$ cat config.mk
export PLATFORM = sky130hd
export DESIGN_NAME = timer_irq
export DESIGN_NICKNAME = d
export VERILOG_FILES = /design/src/rtl/timer_irq_pkg.sv /design/src/rtl/bytemask_reg.sv /design/src/rtl/timer_irq.sv
export SDC_FILE = /design/constraint.sdc
export NUM_CORES = 1
export LEC_CHECK = 0
export CORE_UTILIZATION = 30
export DETAILED_ROUTE_END_ITERATION = 6
export GPL_ROUTABILITY_DRIVEN = 1
export PLACE_DENSITY = 0.65
export SLEW_MARGIN = 0
export SYNTH_ARGS = -nofsm -noshare
export SYNTH_HDL_FRONTEND = slang
export SYNTH_SLANG_ARGS = --single-unit
$ cat constraint.sdc
create_clock -name clk -period 4.15 [get_ports clk]
set_input_delay 0.6225 -clock clk [delete_from_list [all_inputs] [get_ports clk]]
set_output_delay 0.6225 -clock clk [all_outputs]
set_load 0.02 [all_outputs]
$ cat src/rtl/timer_irq_pkg.sv
// timer_irq_pkg: shared definitions for the timer compare/interrupt unit.
//   - default base address of the 4-register window and register offsets
//   - CTRL / STAT bit indices
//   - compare state machine encoding
package timer_irq_pkg;

    localparam logic [31:0] TIMER_IRQ_BASE   = 32'h4000_1000;

    localparam logic [3:0]  TIMER_CMP_OFF    = 4'h0;
    localparam logic [3:0]  TIMER_PERIOD_OFF = 4'h4;
    localparam logic [3:0]  TIMER_CTRL_OFF   = 4'h8;
    localparam logic [3:0]  TIMER_STAT_OFF   = 4'hC;

    localparam int unsigned TIMER_CTRL_EN       = 0;
    localparam int unsigned TIMER_CTRL_PERIODIC = 1;
    localparam int unsigned TIMER_CTRL_IE       = 2;
    localparam int unsigned TIMER_STAT_PENDING  = 0;

    localparam logic [31:0] TIMER_CMP_RESET    = 32'hFFFF_FFFF;
    localparam logic [31:0] TIMER_PERIOD_RESET = 32'h0000_0000;

    typedef enum logic [1:0] {
        IDLE  = 2'd0,
        ARMED = 2'd1,
        FIRED = 2'd2
    } timer_state_e;

endpackage

$ cat src/rtl/bytemask_reg.sv
// bytemask_reg: WIDTH-bit register with per-byte write enables and an
// asynchronous active-low reset to RESET_VAL.
//   clk, rst_n : clock, async active-low reset
//   we         : write strobe
//   mask       : byte enables, bit n covers bits 8n+7:8n
//   d          : write data
//   q          : register contents
module bytemask_reg #(
    parameter int unsigned     WIDTH     = 32,
    parameter logic [WIDTH-1:0] RESET_VAL = '0
) (
    input  logic                     clk,
    input  logic                     rst_n,
    input  logic                     we,
    input  logic [(WIDTH+7)/8-1:0]   mask,
    input  logic [WIDTH-1:0]         d,
    output logic [WIDTH-1:0]         q
);

    logic [WIDTH-1:0] bit_en;

    for (genvar b = 0; b < WIDTH; b++) begin : g_bit_en
        assign bit_en[b] = mask[b/8];
    end

    always_ff @(posedge clk or negedge rst_n) begin
        if (!rst_n) begin
            q <= RESET_VAL;
        end else if (we) begin
            q <= (q & ~bit_en) | (d & bit_en);
        end
    end

endmodule

$ cat src/rtl/timer_irq.sv
// timer_irq: memory-mapped compare/interrupt unit fed by the system timer.
// Raises a registered level interrupt when the timer count reaches CMP,
// either once (one-shot) or repeatedly by adding PERIOD (periodic).
//   clk, rst_n  : clock, async active-low reset
//   i_rd, i_wr  : bus read / write strobes
//   i_addr      : byte address; window of 4 words at BASE_ADDR
//   i_wrmask    : byte enables for writes
//   i_data      : write data
//   i_timer     : current timer count
//   o_rd_valid  : read hit (combinational)
//   o_wr_valid  : write hit (combinational)
//   o_data      : read data, 0 when not read
//   o_irq       : interrupt request, registered
module timer_irq
    import timer_irq_pkg::*;
#(
    parameter logic [31:0] BASE_ADDR = TIMER_IRQ_BASE
) (
    input  logic        clk,
    input  logic        rst_n,
    input  logic        i_rd,
    input  logic [31:0] i_addr,
    input  logic        i_wr,
    input  logic [3:0]  i_wrmask,
    input  logic [31:0] i_data,
    input  logic [31:0] i_timer,
    output logic        o_rd_valid,
    output logic        o_wr_valid,
    output logic [31:0] o_data,
    output logic        o_irq
);

    // Address decode
    logic blk_hit;
    logic sel_cmp, sel_period, sel_ctrl, sel_stat, hit;

    assign blk_hit    = (i_addr[31:4] == BASE_ADDR[31:4]);
    assign sel_cmp    = blk_hit && (i_addr[3:0] == TIMER_CMP_OFF);
    assign sel_period = blk_hit && (i_addr[3:0] == TIMER_PERIOD_OFF);
    assign sel_ctrl   = blk_hit && (i_addr[3:0] == TIMER_CTRL_OFF);
    assign sel_stat   = blk_hit && (i_addr[3:0] == TIMER_STAT_OFF);
    assign hit        = sel_cmp | sel_period | sel_ctrl | sel_stat;

    assign o_rd_valid = i_rd & hit;
    assign o_wr_valid = i_wr & hit;

    logic cmp_wr, period_wr, ctrl_wr, stat_w1c;

    assign cmp_wr    = i_wr & sel_cmp;
    assign period_wr = i_wr & sel_period;
    assign ctrl_wr   = i_wr & sel_ctrl;
    assign stat_w1c  = i_wr & sel_stat & i_wrmask[0] & i_data[TIMER_STAT_PENDING];

    // Registers
    logic [31:0] cmp_q, period_q;
    logic [2:0]  ctrl_q, ctrl_d;
    logic        pending_q, pending_d;
    logic        fire, advance;

    logic        cmp_we;
    logic [3:0]  cmp_mask;
    logic [31:0] cmp_din;

    // A bus write to CMP always beats the periodic reload in the same cycle.
    assign cmp_we   = cmp_wr | advance;
    assign cmp_mask = cmp_wr ? i_wrmask : 4'hF;
    assign cmp_din  = cmp_wr ? i_data : (cmp_q + period_q);

    bytemask_reg #(
        .WIDTH     (32),
        .RESET_VAL (TIMER_CMP_RESET)
    ) u_cmp (
        .clk   (clk),
        .rst_n (rst_n),
        .we    (cmp_we),
        .mask  (cmp_mask),
        .d     (cmp_din),
        .q     (cmp_q)
    );

    bytemask_reg #(
        .WIDTH     (32),
        .RESET_VAL (TIMER_PERIOD_RESET)
    ) u_period (
        .clk   (clk),
        .rst_n (rst_n),
        .we    (period_wr),
        .mask  (i_wrmask),
        .d     (i_data),
        .q     (period_q)
    );

    bytemask_reg #(
        .WIDTH     (3),
        .RESET_VAL (3'b000)
    ) u_ctrl (
        .clk   (clk),
        .rst_n (rst_n),
        .we    (ctrl_wr),
        .mask  (i_wrmask[0]),
        .d     (i_data[2:0]),
        .q     (ctrl_q)
    );

    // Value CTRL will hold after this edge; state and o_irq follow it.
    assign ctrl_d = (ctrl_wr && i_wrmask[0]) ? i_data[2:0] : ctrl_q;

    // Wrap-safe match: count at or up to 2^31-1 ticks past CMP is reached.
    logic reached;
    assign reached = ($signed(i_timer - cmp_q) >= 32'sd0);

    // Compare state machine
    timer_state_e state_q, state_d;

    always_ff @(posedge clk or negedge rst_n) begin
        if (!rst_n) begin
            state_q <= IDLE;
        end else begin
            state_q <= state_d;
        end
    end

    always_comb begin
        state_d = state_q;
        fire    = 1'b0;
        advance = 1'b0;
        unique case (state_q)
            IDLE: begin
                if (ctrl_d[TIMER_CTRL_EN]) state_d = ARMED;
            end
            ARMED: begin
                if (reached && !cmp_wr) begin
                    fire = 1'b1;
                    if (ctrl_q[TIMER_CTRL_PERIODIC] && (period_q != '0)) begin
                        advance = 1'b1;
                    end else begin
                        state_d = FIRED;
                    end
                end
            end
            FIRED: begin
                if (cmp_wr) state_d = ARMED;
            end
            default: state_d = IDLE;
        endcase
        if (!ctrl_d[TIMER_CTRL_EN]) state_d = IDLE;
    end

    // Set beats write-1-to-clear.
    assign pending_d = fire | (pending_q & ~stat_w1c);

    always_ff @(posedge clk or negedge rst_n) begin
        if (!rst_n) begin
            pending_q <= 1'b0;
            o_irq     <= 1'b0;
        end else begin
            pending_q <= pending_d;
            o_irq     <= pending_d & ctrl_d[TIMER_CTRL_IE];
        end
    end

    // Read mux
    always_comb begin
        o_data = '0;
        if (o_rd_valid) begin
            unique case (1'b1)
                sel_cmp:    o_data = cmp_q;
                sel_period: o_data = period_q;
                sel_ctrl:   o_data = {29'd0, ctrl_q};
                sel_stat:   o_data = {31'd0, pending_q};
                default:    o_data = '0;
            endcase
        end
    end

endmodule

==> qor.txt <==
GLOBAL ROUTING
--------------------------------------------------------------------------------
GRT Overall Usage                                                          18.1%
Pin count of the biggest net entering global routing                          72
Via count of the first global-routing pass                                 5,547
Final global-route overflow total                                              0
Number of antenna violations at the first check in global routing              0
Global-route wire length before repair                                   28.5 mm

FINAL LAYOUT
--------------------------------------------------------------------------------
Antenna diode count                                                            0
Net count, final                                                             993
Synthesis-to-finish area growth                                            34.3%
Register cell area after layout                                       1820 sq um
Most frequent cells in the layout                                   137 x sky130_fd_sc_hd__clkdlybuf4s50_1, 78 x sky130_fd_sc_hd__nor2_1, 62 x sky130_fd_sc_hd__ha_1
Filler Cells Inserted                                                      1,949
Fraction of final layout cells with drive strength greater than 1          12.9%
Multi-input gate area in the final layout                             3890 sq um
Commonest non-fill, non-tap cell in the layout                      sky130_fd_sc_hd__clkdlybuf4s50_1

CRITICAL PATH
--------------------------------------------------------------------------------
Largest incremental delay on the critical path                            620 ps
Critical Path Start                                                    i_addr[9]
CP Class                                                                  in2out
Arrival time of data at the critical path endpoint                       3230 ps
Worst-path maximum fanout                                                     33
Kind of end point of the critical path                              primary output
WP data required                                                         3530 ps
Slowest cell on the critical path                                   sky130_fd_sc_hd__clkdlybuf4s50_1
CP Launch Type                                                      primary input
Critical path, cell by cell                                         clkdlybuf4s50_1, nor4_1, nand4_1, nor2_1, and3b_1, buf_12, a22oi_1, nor2_1, clkdlybuf4s50_1

STA
--------------------------------------------------------------------------------
Setup Total Neg Slack                                                       0 ps
Transition time of the tightest slew-check pin                            942 ps
Fmax achieved                                                            260 MHz
Fin Clk Skew                                                             6.71 ps
Worst-case hold slack                                                     461 ps
Worst slew margin relative to its limit                                    37.2%
Final count of pins violating max slew                                         0
Clock period minus worst slack                                           3850 ps
Setup repair after global routing missed its margin                        false
Part of the cycle the worst path needs                                     92.8%
Final hold violation count                                                     0
Setup-failing EPs final                                                        0

LOGIC SYNTHESIS
--------------------------------------------------------------------------------
Share of the yosys chip area belonging to registers                        30.4%
Number of flops mapped to enable cells by yosys                                0
Syn avg cell area                                                     8.67 sq um
Synthesized cell area                                                 5970 sq um
Post-synth top flop                                                 sky130_fd_sc_hd__dfrtp_1
Yosys Warn Count                                                               0
Post-synthesis net count                                                     856
Synth Instances                                                              689
Yosys cell types                                                              68
FFs w/ async S/R, synth                                                     100%
Flip-flop and latch count after synthesis                                     71

CLOCKING
--------------------------------------------------------------------------------
Reg clk slew, reported paths                                               60 ps
Clock insertion delay at the later pin of the skew report                 340 ps
Resized Gates After CTS                                                        0
Number of H-tree branching levels                                              3
CTS tree                                                                     yes
Hold_buf cts                                                                   0
Clk root buf                                                        sky130_fd_sc_hd__clkbuf_16
Post-CTS Repair Setup Buffers                                                  0
Max clock buf depth                                                            2
CTS Sinks                                                                     71
Total CTS buffers                                                              9

STATUS
--------------------------------------------------------------------------------
Run status                                                          finished, final reports clean

POWER
--------------------------------------------------------------------------------
Power density over the cells                                         215 nW/um^2
Worst VDD drop                                                        0.000192 V
Standby leakage power                                                    3.35 nW

DIE
--------------------------------------------------------------------------------
# IOs                                                                        139
Site Rows                                                                     51
Die height                                                           143 microns
Area of the die                                                     20,500 sq um
Initial standard-cell utilization of the core                              30.7%
Chip Width                                                           143 microns
Floorplan Core Area                                                 19,500 sq um

WORST HOLD PATH
--------------------------------------------------------------------------------
Path class of the lowest-slack min-delay path                           in2async

DRT
--------------------------------------------------------------------------------
Detail-routed net length per standard cell                          16.7 microns
DR pass1 iterations                                                            5
Detailed Route Iter0 Violations                                              367
DRC Markers                                                                    0
Antenna-violating nets left                                                    0
Overall routed net length                                                18.3 mm
DR vias/cell                                                                5.21
Number of vias in the routed layout                                        5,707

PLACED DESIGN
--------------------------------------------------------------------------------
Half-perimeter wire length after placement                               14.1 mm
Final GP Congestion                                                        0.870
Number of buffers inserted by port buffering                                 138

JOB
--------------------------------------------------------------------------------
Max-capacitance violation count                                                0

==> worst paths after layout <==
kind | end | slack, ps | cells past startpoint
worst min register to register | flop | 490 | 2
worst min-delay path | asynchronous set/reset pin | 460 | 2
min in group clk | flop | 490 | 2
worst max-delay path | o_data[12] | 300 | 9
worst max register to register | flop | 730 | 13
max in group asynchronous | asynchronous set/reset pin | 3010 | 2
==> metal layers <==
metal  part of all wire [%]  track usage, %  up-vias
li1                       -               -     2818
met1                     45            23.5     2683
met2                     47            30.9      189
met3                    5.7            2.48       17
met4                    1.4            5.55        0
met5                      0               0        -
==> worst max-delay path: cells and delay by family <==
| family | cells | cell delay (ps) |
|---|---|---|
| buffers and inverters | 3 | 1250 |
| and+or+nand+nor | 5 | 1260 |
| AOI/OAI and AO/OA | 1 | 90 |
==> cell families after synthesis <==
logic type      count (synthesis)  synth area share (%)
buf+inv                        68                  4.54
flops                          71                  30.4
fa+ha+maj                      63                  13.3
mux                            41                  7.85
simple gates                  214                  17.4
xor+xnor                       27                  3.96
compound gates                205                  22.5
==> cell type report <==
type | instances | area share (%)
repair buffers | 152 | 18.8
multi-input cells | 550 | 48.4
well taps | 265 | 4.13
flip-flops and latches | 71 | 22.6
clock inverters | 3 | 0.811
inverters | 42 | 1.96
clock buffers | 13 | 3.24
==> power breakdown <==
group          total (W)  leakage, nW     switching (W)  internal (W)
combinational   0.000172         2.32         0.0000646      0.000108
clock           0.000856        0.160          0.000297      0.000559
sequential      0.000694        0.876  0.00000000000469      0.000694
total            0.00172         3.35          0.000362       0.00136
==> through the flow <==
stage / utilization, % / setup slack [ps] / std cells / power [W] / area [sq um]
2_1_floorplan: - / 945 / 689 / 0.000741 / 5970
3_3_place_gp: 39.6 / 291 / 1080 / 0.000878 / 7700
3_5_place_dp: 39.6 / 234 / 1080 / 0.000880 / 7700
4_1_cts: 41.2 / 215 / 1096 / 0.00174 / 8020
5_1_grt: 41.2 / 50.4 / 1096 / 0.00178 / 8020
6_report: 41.2 / 297 / 1096 / 0.00172 / 8020
==> synthesized netlist by cell type (6+ instances only) <==
cell	count	area [sq um]
sky130_fd_sc_hd__xnor2_1	15	131
sky130_fd_sc_hd__a22oi_1	32	240
sky130_fd_sc_hd__nor4_1	15	93.8
sky130_fd_sc_hd__inv_1	42	158
sky130_fd_sc_hd__clkbuf_1	20	75.1
sky130_fd_sc_hd__nor2b_1	6	37.5
sky130_fd_sc_hd__mux2_2	36	405
sky130_fd_sc_hd__ha_1	62	776
sky130_fd_sc_hd__nand2_1	53	199
sky130_fd_sc_hd__and3_1	6	37.5
sky130_fd_sc_hd__nor2_1	78	293
sky130_fd_sc_hd__a21o_1	19	143
sky130_fd_sc_hd__a21oi_1	52	260
sky130_fd_sc_hd__xor2_1	12	105
sky130_fd_sc_hd__a211oi_1	7	52.6
sky130_fd_sc_hd__o21ai_0	36	180
sky130_fd_sc_hd__nand4_1	9	56.3
sky130_fd_sc_hd__a31oi_1	13	81.3
sky130_fd_sc_hd__dfrtp_1	39	976
sky130_fd_sc_hd__nor3_1	8	40.0
sky130_fd_sc_hd__dfstp_2	32	841
sky130_fd_sc_hd__nand3_1	11	55.1
(Power assumes the default switching activity.)
